### config.mk
export PLATFORM = sky130hd
export DESIGN_NAME = secuenciador_dispensador_flat
export DESIGN_NICKNAME = d
export VERILOG_FILES = /design/src/rtl/secuenciador_dispensador_if.sv /design/src/rtl/secuenciador_dispensador.sv /design/src/flat_wrapper.sv
export SDC_FILE = /design/constraint.sdc
export NUM_CORES = 1
export LEC_CHECK = 0
export CAP_MARGIN = 0
export CORE_UTILIZATION = 33
export DETAILED_ROUTE_END_ITERATION = 12
export PLACE_DENSITY = 0.51
export SYNTH_ARGS = -nofsm -noshare
export SYNTH_HDL_FRONTEND = slang
export SYNTH_SLANG_ARGS = --single-unit
### constraint.sdc
create_clock -name clk -period 4.43 [get_ports clk]
set_input_delay 1.1075 -clock clk [delete_from_list [all_inputs] [get_ports clk]]
set_output_delay 1.1075 -clock clk [all_outputs]
set_load 0.005 [all_outputs]
### src/rtl/secuenciador_dispensador_if.sv
// Bus between the ATM controller/bill mechanism and the dispenser sequencer.
// master drives requests and ACK; slave is the sequencer.
interface secuenciador_dispensador_if;
    logic        ENTREGAR_DINERO;
    logic [31:0] MONTO;
    logic        RECARGA;
    logic        BILLETE_ACK;
    logic        BILLETE_REQ;
    logic [1:0]  CASETE_SEL;
    logic        DISPENSANDO;
    logic        ENTREGA_COMPLETA;
    logic        MONTO_NO_DISPENSABLE;
    logic        ERROR_DISPENSADOR;
    logic [31:0] MONTO_ENTREGADO;

    modport master (
        output ENTREGAR_DINERO, MONTO, RECARGA, BILLETE_ACK,
        input  BILLETE_REQ, CASETE_SEL, DISPENSANDO, ENTREGA_COMPLETA,
        input  MONTO_NO_DISPENSABLE, ERROR_DISPENSADOR, MONTO_ENTREGADO
    );

    modport slave (
        input  ENTREGAR_DINERO, MONTO, RECARGA, BILLETE_ACK,
        output BILLETE_REQ, CASETE_SEL, DISPENSANDO, ENTREGA_COMPLETA,
        output MONTO_NO_DISPENSABLE, ERROR_DISPENSADOR, MONTO_ENTREGADO
    );
endinterface

### src/rtl/secuenciador_dispensador.sv
// Cash-dispenser sequencer: greedy split over three cassettes, REQ/ACK per bill.
// Optional macro DISPENSADOR_LIMITE_EN caps the bill count per transaction.
module secuenciador_dispensador #(
`ifdef DISPENSADOR_LIMITE_EN
    parameter int MAX_BILLETES = 8,
`endif
    parameter int DEN_0       = 50,
    parameter int DEN_1       = 20,
    parameter int DEN_2       = 5,
    parameter int INV_INICIAL = 10,
    parameter int TIMEOUT     = 16
) (
    input logic                       clk,
    input logic                       reset,
    secuenciador_dispensador_if.slave bus
);
    localparam int TW = $clog2(TIMEOUT + 1);

    typedef enum logic [2:0] {
        IDLE, CALCULO, REQ_ALTO, ESPERA_BAJO, FIN
    } estado_t;

    estado_t          estado_q, estado_d;
    logic [31:0]      resto_q, resto_d;
    logic [31:0]      entregado_q, entregado_d;
    logic [1:0]       idx_q, idx_d;
    logic [1:0]       sel_q, sel_d;
    logic [TW-1:0]    tmo_q, tmo_d;
    logic [2:0][15:0] cnt_q, cnt_d;
    logic [2:0][15:0] inv_q, inv_d;
    logic             nod_q, nod_d;
    logic             err_q, err_d;
    logic [2:0]       primero, siguiente;
    logic             excede;

    function automatic logic [31:0] den(input logic [1:0] i);
        case (i)
            2'd0:    den = 32'(DEN_0);
            2'd1:    den = 32'(DEN_1);
            default: den = 32'(DEN_2);
        endcase
    endfunction

    // {found, index} of the lowest cassette >= desde with bills still pending
    function automatic logic [2:0] buscar(input logic [2:0][15:0] c,
                                          input logic [1:0] desde);
        logic [2:0] r;
        r = 3'b000;
        for (int i = 2; i >= 0; i--) begin
            if (i >= int'(desde) && c[i] != 16'd0) r = {1'b1, 2'(i)};
        end
        return r;
    endfunction

    assign primero   = buscar(cnt_q, 2'd0);
    assign siguiente = buscar(cnt_q, sel_q);

`ifdef DISPENSADOR_LIMITE_EN
    logic [17:0] total_bill;
    assign total_bill = {2'b00, cnt_q[0]} + {2'b00, cnt_q[1]} + {2'b00, cnt_q[2]};
    assign excede     = total_bill > 18'(MAX_BILLETES);
`else
    assign excede = 1'b0;
`endif

    // State and datapath registers; reset restores full inventory
    always_ff @(posedge clk) begin
        if (reset) begin
            estado_q    <= IDLE;
            resto_q     <= '0;
            entregado_q <= '0;
            idx_q       <= '0;
            sel_q       <= '0;
            tmo_q       <= '0;
            cnt_q       <= '0;
            inv_q       <= {3{16'(INV_INICIAL)}};
            nod_q       <= 1'b0;
            err_q       <= 1'b0;
        end else begin
            estado_q    <= estado_d;
            resto_q     <= resto_d;
            entregado_q <= entregado_d;
            idx_q       <= idx_d;
            sel_q       <= sel_d;
            tmo_q       <= tmo_d;
            cnt_q       <= cnt_d;
            inv_q       <= inv_d;
            nod_q       <= nod_d;
            err_q       <= err_d;
        end
    end

    // Next-state: split calculation, per-bill handshake, timeout supervision
    always_comb begin
        estado_d    = estado_q;
        resto_d     = resto_q;
        entregado_d = entregado_q;
        idx_d       = idx_q;
        sel_d       = sel_q;
        tmo_d       = tmo_q;
        cnt_d       = cnt_q;
        inv_d       = inv_q;
        nod_d       = 1'b0;
        err_d       = 1'b0;
        case (estado_q)
            IDLE: begin
                if (bus.RECARGA) inv_d = {3{16'(INV_INICIAL)}};
                if (bus.ENTREGAR_DINERO) begin
                    resto_d     = bus.MONTO;
                    cnt_d       = '0;
                    entregado_d = '0;
                    idx_d       = '0;
                    estado_d    = CALCULO;
                end
            end
            CALCULO: begin
                if (resto_q >= den(idx_q) && cnt_q[idx_q] < inv_q[idx_q]) begin
                    resto_d      = resto_q - den(idx_q);
                    cnt_d[idx_q] = cnt_q[idx_q] + 16'd1;
                end else if (idx_q != 2'd2) begin
                    idx_d = idx_q + 2'd1;
                end else if (resto_q != 32'd0 || excede) begin
                    nod_d    = 1'b1;
                    estado_d = IDLE;
                end else if (!primero[2]) begin
                    estado_d = FIN;
                end else begin
                    sel_d    = primero[1:0];
                    estado_d = REQ_ALTO;
                end
            end
            REQ_ALTO: begin
                if (bus.BILLETE_ACK) begin
                    cnt_d[sel_q] = cnt_q[sel_q] - 16'd1;
                    inv_d[sel_q] = inv_q[sel_q] - 16'd1;
                    entregado_d  = entregado_q + den(sel_q);
                    estado_d     = ESPERA_BAJO;
                end else if (tmo_q == TW'(TIMEOUT - 1)) begin
                    err_d    = 1'b1;
                    estado_d = IDLE;
                end else begin
                    tmo_d = tmo_q + 1'b1;
                end
            end
            ESPERA_BAJO: begin
                if (!bus.BILLETE_ACK) begin
                    if (siguiente[2]) begin
                        sel_d    = siguiente[1:0];
                        estado_d = REQ_ALTO;
                    end else begin
                        estado_d = FIN;
                    end
                end else if (tmo_q == TW'(TIMEOUT - 1)) begin
                    err_d    = 1'b1;
                    estado_d = IDLE;
                end else begin
                    tmo_d = tmo_q + 1'b1;
                end
            end
            FIN:     estado_d = IDLE;
            default: estado_d = IDLE;
        endcase
        if (estado_d != estado_q) tmo_d = '0;
    end

    assign bus.BILLETE_REQ          = (estado_q == REQ_ALTO);
    assign bus.CASETE_SEL           = sel_q;
    assign bus.DISPENSANDO          = (estado_q != IDLE);
    assign bus.ENTREGA_COMPLETA     = (estado_q == FIN);
    assign bus.MONTO_NO_DISPENSABLE = nod_q;
    assign bus.ERROR_DISPENSADOR    = err_q;
    assign bus.MONTO_ENTREGADO      = entregado_q;
endmodule

### src/flat_wrapper.sv
// flat-port wrapper written by rule: the top's interface ports become plain ports
module secuenciador_dispensador_flat 
#(

    parameter int DEN_0       = 50,
    parameter int DEN_1       = 20,
    parameter int DEN_2       = 5,
    parameter int INV_INICIAL = 10,
    parameter int TIMEOUT     = 16
)
  (clk, reset, bus_ENTREGAR_DINERO, bus_MONTO, bus_RECARGA, bus_BILLETE_ACK, bus_BILLETE_REQ, bus_CASETE_SEL, bus_DISPENSANDO, bus_ENTREGA_COMPLETA, bus_MONTO_NO_DISPENSABLE, bus_ERROR_DISPENSADOR, bus_MONTO_ENTREGADO);
  secuenciador_dispensador_if bus_i ();
  input logic clk;
  input logic reset;
  input wire logic [$bits(bus_i.ENTREGAR_DINERO)-1:0] bus_ENTREGAR_DINERO;
  input wire logic [$bits(bus_i.MONTO)-1:0] bus_MONTO;
  input wire logic [$bits(bus_i.RECARGA)-1:0] bus_RECARGA;
  input wire logic [$bits(bus_i.BILLETE_ACK)-1:0] bus_BILLETE_ACK;
  output wire logic [$bits(bus_i.BILLETE_REQ)-1:0] bus_BILLETE_REQ;
  output wire logic [$bits(bus_i.CASETE_SEL)-1:0] bus_CASETE_SEL;
  output wire logic [$bits(bus_i.DISPENSANDO)-1:0] bus_DISPENSANDO;
  output wire logic [$bits(bus_i.ENTREGA_COMPLETA)-1:0] bus_ENTREGA_COMPLETA;
  output wire logic [$bits(bus_i.MONTO_NO_DISPENSABLE)-1:0] bus_MONTO_NO_DISPENSABLE;
  output wire logic [$bits(bus_i.ERROR_DISPENSADOR)-1:0] bus_ERROR_DISPENSADOR;
  output wire logic [$bits(bus_i.MONTO_ENTREGADO)-1:0] bus_MONTO_ENTREGADO;
  assign bus_i.ENTREGAR_DINERO = bus_ENTREGAR_DINERO;
  assign bus_i.MONTO = bus_MONTO;
  assign bus_i.RECARGA = bus_RECARGA;
  assign bus_i.BILLETE_ACK = bus_BILLETE_ACK;
  assign bus_BILLETE_REQ = bus_i.BILLETE_REQ;
  assign bus_CASETE_SEL = bus_i.CASETE_SEL;
  assign bus_DISPENSANDO = bus_i.DISPENSANDO;
  assign bus_ENTREGA_COMPLETA = bus_i.ENTREGA_COMPLETA;
  assign bus_MONTO_NO_DISPENSABLE = bus_i.MONTO_NO_DISPENSABLE;
  assign bus_ERROR_DISPENSADOR = bus_i.ERROR_DISPENSADOR;
  assign bus_MONTO_ENTREGADO = bus_i.MONTO_ENTREGADO;
  secuenciador_dispensador #(.DEN_0(DEN_0), .DEN_1(DEN_1), .DEN_2(DEN_2), .INV_INICIAL(INV_INICIAL), .TIMEOUT(TIMEOUT)) u_core (.clk(clk), .reset(reset), .bus(bus_i));
endmodule
Yosys cells after proc, flatten, opt, wreduce, memory -nomap -nowiden
Cells that the tools add are included.
{ "totals": {"ff_bits": 174, "output_inout_bits": 39, "elab_cells": 152, "in_bits": 37} }
{ "classes": {"n_reduce_logical": 28, "n_bitwise": 1, "n_addsub": 7, "n_mux": 71, "order_cmp": 9, "n_eq_ne": 22} }
{ "ops": {"columns": ["cell", "n"], "rows": [
  ["2-to-1 mux 32 bit", 9],
  ["2-to-1 mux 48 bit", 5],
  ["bitwise mux 48 bit", 3],
  ["case mux 48 bit (3 select lines)", 1],
  ["binary-select mux 16 bit (select 2 bit)", 4],
  ["case mux 32 bit (2 select lines)", 2],
  ["2-to-1 mux 16 bit", 6],
  ["case mux 48 bit (2 select lines)", 1],
  ["demux 16 bit (select 2 bit)", 2],
  ["nonzero test 16 bit", 3],
  ["2-to-1 mux 3 bit", 15],
  ["adder 32 bit", 1],
  [">= comparator 32 bit", 1],
  ["nonzero test 32 bit", 1],
  ["subtractor 16 x 1 -> 16 bit, second input constant", 2],
  ["subtractor 32 bit", 1],
  ["case mux 6 bit (2 select lines)", 2],
  ["!= test 2 bit, second input constant", 10],
  ["2-to-1 mux 2 bit", 9],
  ["adder 16 x 1 -> 16 bit, second input constant", 1],
  ["less-than comparator 16 bit", 1],
  ["2-to-1 mux 5 bit", 3],
  ["case mux 3 bit (4 select lines)", 1],
  ["AND reduction 3 bit", 4],
  ["27 further kinds", 50]
]} }

Longest topological paths before layout
Gate-level depths: netlist (run 1).
{ "depth": {"depth_word": 11, "mapped_depth": 20, "depth_no_buf": 13} }

Least setup slack after synthesis (run 1)
Ideal clock, no wire load.
{ "synth_timing": {"kind": "register to register", "from": "register u_core.idx_q[0]", "to": "register u_core.cnt_q[5] (netlist bit)", "setup_ns": 0.122, "arrival_ns": 4.612, "stages_incl_launch_ff": 21, "required_ns": 4.308, "slack_ns": -0.304, "period_less_slack_ns": 4.734, "path_buffers": 7, "path_cell_list": "dfxtp_1 -> buf_4 -> buf_6 -> buf_2 -> buf_1 -> buf_1 -> inv_1 -> ha_1 -> nor2_1 -> ha_1 -> fa_1 -> nor2b_1 -> o311ai_1 -> nor3b_2 -> a2111o_1 -> or2_1 -> buf_4 -> a21oi_2 -> a31o_1 -> buf_2 -> a221o_1"} }
{ "synth_between": {"elab_chain_len": 7, "elab_cells_between_ends": 22, "cone_classes": "add/sub: 1; order compare: 4; eq/ne: 2; mux: 11; reduce/logical: 4"} }
{ "synth_lines": {"columns": ["element", "line", "text"], "rows": [
  ["from (decl)", "secuenciador_dispensador.sv:26", "logic [1:0] idx_q, idx_d;"],
  ["from (signal assigned)", "secuenciador_dispensador.sv:83", "idx_q <= idx_d;"],
  ["== test 2 x 1 -> 1 bit, or another cell as far along", "secuenciador_dispensador.sv:37", "case (i)"],
  ["case mux 6 bit (2 select lines) or logical AND 1 bit (tied branches)", "secuenciador_dispensador.sv:37, secuenciador_dispensador.sv:119", null],
  ["2-to-1 mux 32 bit or 2-to-1 mux 16 bit (tied branches)", "secuenciador_dispensador.sv:105, secuenciador_dispensador.sv:119", null],
  [">= comparator 32 bit or demux 16 bit (select 2 bit) (tied branches)", null, null],
  ["logical AND 1 bit or bitwise mux 48 bit (tied branches)", "secuenciador_dispensador.sv:117, secuenciador_dispensador.sv:119", null],
  ["!= test 2 x 1 -> 1 bit (no line) or 2-to-1 mux 48 bit (tied branches)", null, null],
  ["AND reduction 4 bit (no line) or case mux 48 bit (3 select lines) (tied branches)", null, null],
  ["to (signal assigned)", "secuenciador_dispensador.sv:86", "cnt_q <= cnt_d;"],
  ["to (decl)", "secuenciador_dispensador.sv:29", "logic [2:0][15:0] cnt_q, cnt_d;"]
]} }
Several ways; a longest one is shown, not always the timed one. The select of a mux whose other input is x is not followed.
A chain may end at the register's enable or synchronous reset.

Worst setup path after layout (run 1)
{ "layout_timing": {"from": "register u_core.idx_q[0]", "to": "register u_core.cnt_q[1] (netlist bit)"} }
The elaborated chain is that of the path after synthesis.

==> results of run 1 <==
==> per-layer routing <==
layer  part of all wire  wire [um]
met2               0.44      17300
met4              0.022        856
met3              0.069       2690
met5                  0          0
met1               0.47      18400
==> kinds of logic (layout without fill, tap and decap cells) <==
group / Yosys count / in the layout / share of synthesized area
compound gates: 418 / 418 / 0.259
xor+xnor: 64 / 64 / 0.0508
fa+ha+maj: 37 / 37 / 0.0431
buf+inv: 107 / 177 / 0.0448
flops: 174 / 174 / 0.316
mux: 74 / 74 / 0.0677
simple gates: 511 / 511 / 0.218
==> through the flow <==
stage                     power (mW)  hold slack (ns)
after floorplan                 2.01            0.454
final                           3.73            0.486
after detailed placement        2.22            0.472
after global placement          2.22            0.465
after global routing            3.88            0.528
after CTS                       3.75            0.483
==> power by group through the flow <==
stage | sequential (mW) | combinational [mW] | clock (mW)
floorplan | 1.66 | 0.351 | 0
global placement | 1.68 | 0.539 | 0
detailed placement | 1.68 | 0.540 | 0
CTS | 1.64 | 0.542 | 1.57
global route | 1.65 | 0.597 | 1.64
finish | 1.64 | 0.547 | 1.54
==> state kept, by name (all words and copies together) (netlist names) <==
register                         cells
u_core.bus.CASETE_SEL                2
u_core.bus.ERROR_DISPENSADOR         1
u_core.bus.MONTO_ENTREGADO          32
u_core.bus.MONTO_NO_DISPENSABLE      1
u_core.cnt_q                        48
u_core.estado_q                      3
u_core.idx_q                         2
u_core.inv_q                        48
u_core.resto_q                      32
u_core.tmo_q                         5
==> synthesized netlist by cell type (5+ instances only) <==
library cell,instances
and3_1,10
nand3_1,30
o22a_1,6
a22o_1,53
or3_1,17
buf_6,5
nand2b_1,5
dfxtp_1,174
mux2i_1,69
nor3_1,36
xor2_1,29
o21ai_0,74
o32ai_1,5
xnor2_1,35
a22oi_1,30
nand4_1,20
ha_1,34
o31ai_1,7
buf_2,16
inv_1,23
nand2_1,161
nor2b_1,13
a31oi_1,14
buf_1,6
o211ai_1,7
mux2_2,5
a21oi_1,79
nor2_1,150
clkbuf_1,50
o2bb2ai_1,16
and2_1,10
o22ai_1,48
a211oi_1,15
a32oi_1,6
nor4_1,27
==> area by class of cell <==
class / count / share of cell area
clock inverter: 14 / 0.0116
sequential: 174 / 0.270
inverter: 23 / 0.00670
clock buffer: 17 / 0.0330
tap: 442 / 0.0429
multi-input combinational: 1104 / 0.547
timing repair buffer: 123 / 0.0879
==> path summary, 6_finish.rpt <==
check | cells past startpoint | end | slack (ns) | from
worst max-delay path | 13 | u_core.cnt_q[1]$_SDFFE_PP0P_ | 0.37 | u_core.idx_q[0]$_SDFFE_PP0P_
worst min-delay path | 2 | u_core.resto_q[23]$_SDFFE_PP0P_ | 0.49 | u_core.resto_q[23]$_SDFFE_PP0P_
worst max register to register | 13 | u_core.cnt_q[1]$_SDFFE_PP0P_ | 0.37 | u_core.idx_q[0]$_SDFFE_PP0P_
worst min register to register | 2 | u_core.resto_q[23]$_SDFFE_PP0P_ | 0.49 | u_core.resto_q[23]$_SDFFE_PP0P_
==> worst max-delay path, cell delays in order, from the launching register on <==
cell and delay (ns):
dfxtp_2 0.37, buf_12 0.27, mux2i_1 0.26, o22a_1 0.23
inv_1 0.08, ha_1 0.32, a21o_1 0.18, nand3_1 0.07
a21oi_1 0.09, a2111o_1 0.45, or2_1 0.25, a21oi_2 0.64
a31o_1 0.51, a22o_1 0.21
==> impl_results.md, run 1 <==
- Core Region: 0.0327 mm^2
- Remaining DRCs: 0
- Max VDD drop: 0.287 mV
- Share of layout cells above drive strength 1: 0.0749
- Final Hold Viols: 0
- Area contributors post-synth: dfxtp_1 (32%), mux2i_1 (6.3%), nand2_1 (5.5%)
- Power Dens Cells: 289 mW/mm^2
- Detailed Route WL: 39.3 mm
- Clock skew: 0.0122 ns
- Fin util: 0.394
- GR Layer Usage met3: 0.0468
- Setup Buffers After CTS: 0
- Wirelength per Cell: 20.7 um
- Initial core utilization: 0.337
- Placed Instances: 1866
- Hold_buf cts: 0
- Fin crit period: 4.06 ns
- Lkg Pwr: 4.50 nW
- DR pass1 iterations: 5
- Row cnt: 66
- Die span in x: 185 um
- Post-route ant nets: 0
- FMAX: 0.246 GHz
- Worst setup margin: 0.369 ns
- Post-place instance area: 0.0123 mm^2
- Syn-to-layout area delta: 16.9%
- Status: finished, final reports clean
- Register area share after synthesis: 0.316
- Setup TNS: 0 ns
- Sw frac: 0.308
- WP data arrival: 4.45 ns
- Die area: 0.0342 mm^2
- Final setup viols: 0
- Synthesized Nets: 1458
- Syn Area/Cell: 7.96 um^2
- Final net count: 1516
- Int Pwr: 2.58 mW
- Placer congestion estimate: 0.935
- Cells after Synth: 1385
- # fillers: 3411
- Ys flop type: dfxtp_1
- Antenna cell count: 0
- Post-synth EDFFs: 0
- Register area: 0.00349 mm^2
- GRT overflow: 0
- Tcrit/Tclk final: 0.917
- Dpl ws: 0.444 ns
- Maxcap violations: 0
- Area leader, netlist: dfxtp_1
- Design area: 0.0129 mm^2
- Antenna violations before repair: 0
- Switch Pwr: 1.15 mW
- Pins over their slew limit: 0
- Crit. End Element: flop
- WP data required: 4.82 ns
- GR peak layer: met2
- Drt first-iter violations: 1127
- First-pass GRT wire length: 61.1 mm
- Worst rel slew slack: 0.121
- CTS tree: yes
- CP Class: flop to flop
- Vias in the first global route: 10248
- YS warnings: 0
- Hold Crit Class: flop to flop
- Most frequent cells in the layout: dfxtp_1 (171), nand2_1 (160), nor2_1 (150)
- Top cell type's share of synthesized area: 0.316
- Synthesized flop and latch total: 174
- Met2 Resource Use GR: 0.354
- Mapped Area: 0.0110 mm^2
- Post-synth cell types: 84
- Worst-path clk slew: 0.08 ns
- Vias/cell: 5.81
- Clock Path Buffers: 2
- Commonest non-fill, non-tap cell in the layout: dfxtp_1
- Num Clock Sinks: 174
- H-tree depth: 4
- Unrepaired setup endpoints after global routing: false
- GR Util All Layers: 0.233
- Clock latency on the worst-skew pair: 0.45 ns
- Pin count of the biggest net entering global routing: 71
- Tightest Pin Transition: 1.31 ns
- Non-Filler Instances: 1897
- Cts bufs inserted: 17
- CP Launch Type: flop
- Crit path max fanout: 43
- Gate power share: 0.147
- Clock Power Share: 0.413
- DR vias: 11014
- CTS Root Buffer Type: clkbuf_16
- Seq pwr share: 0.441
- Area of the multi-input gates: 0.00706 mm^2
- Met1 Usage GRT: 0.327
- Resize count post-CTS: 0
- Chip height: 185 um
- Asr flop ratio synth: 0
- I/O pin count: 76
- I/O Buffers: 75
- Hpwl dp: 27.9 mm
Note: power is estimated with default switching activity, not from simulation.
==> run 2, diff against run 1 <==
SKIP_CTS_REPAIR_TIMING = 1   (was unset)
==> results of run 2 <==
No change in the layout: final DEF, timing and power equal those of run 1.
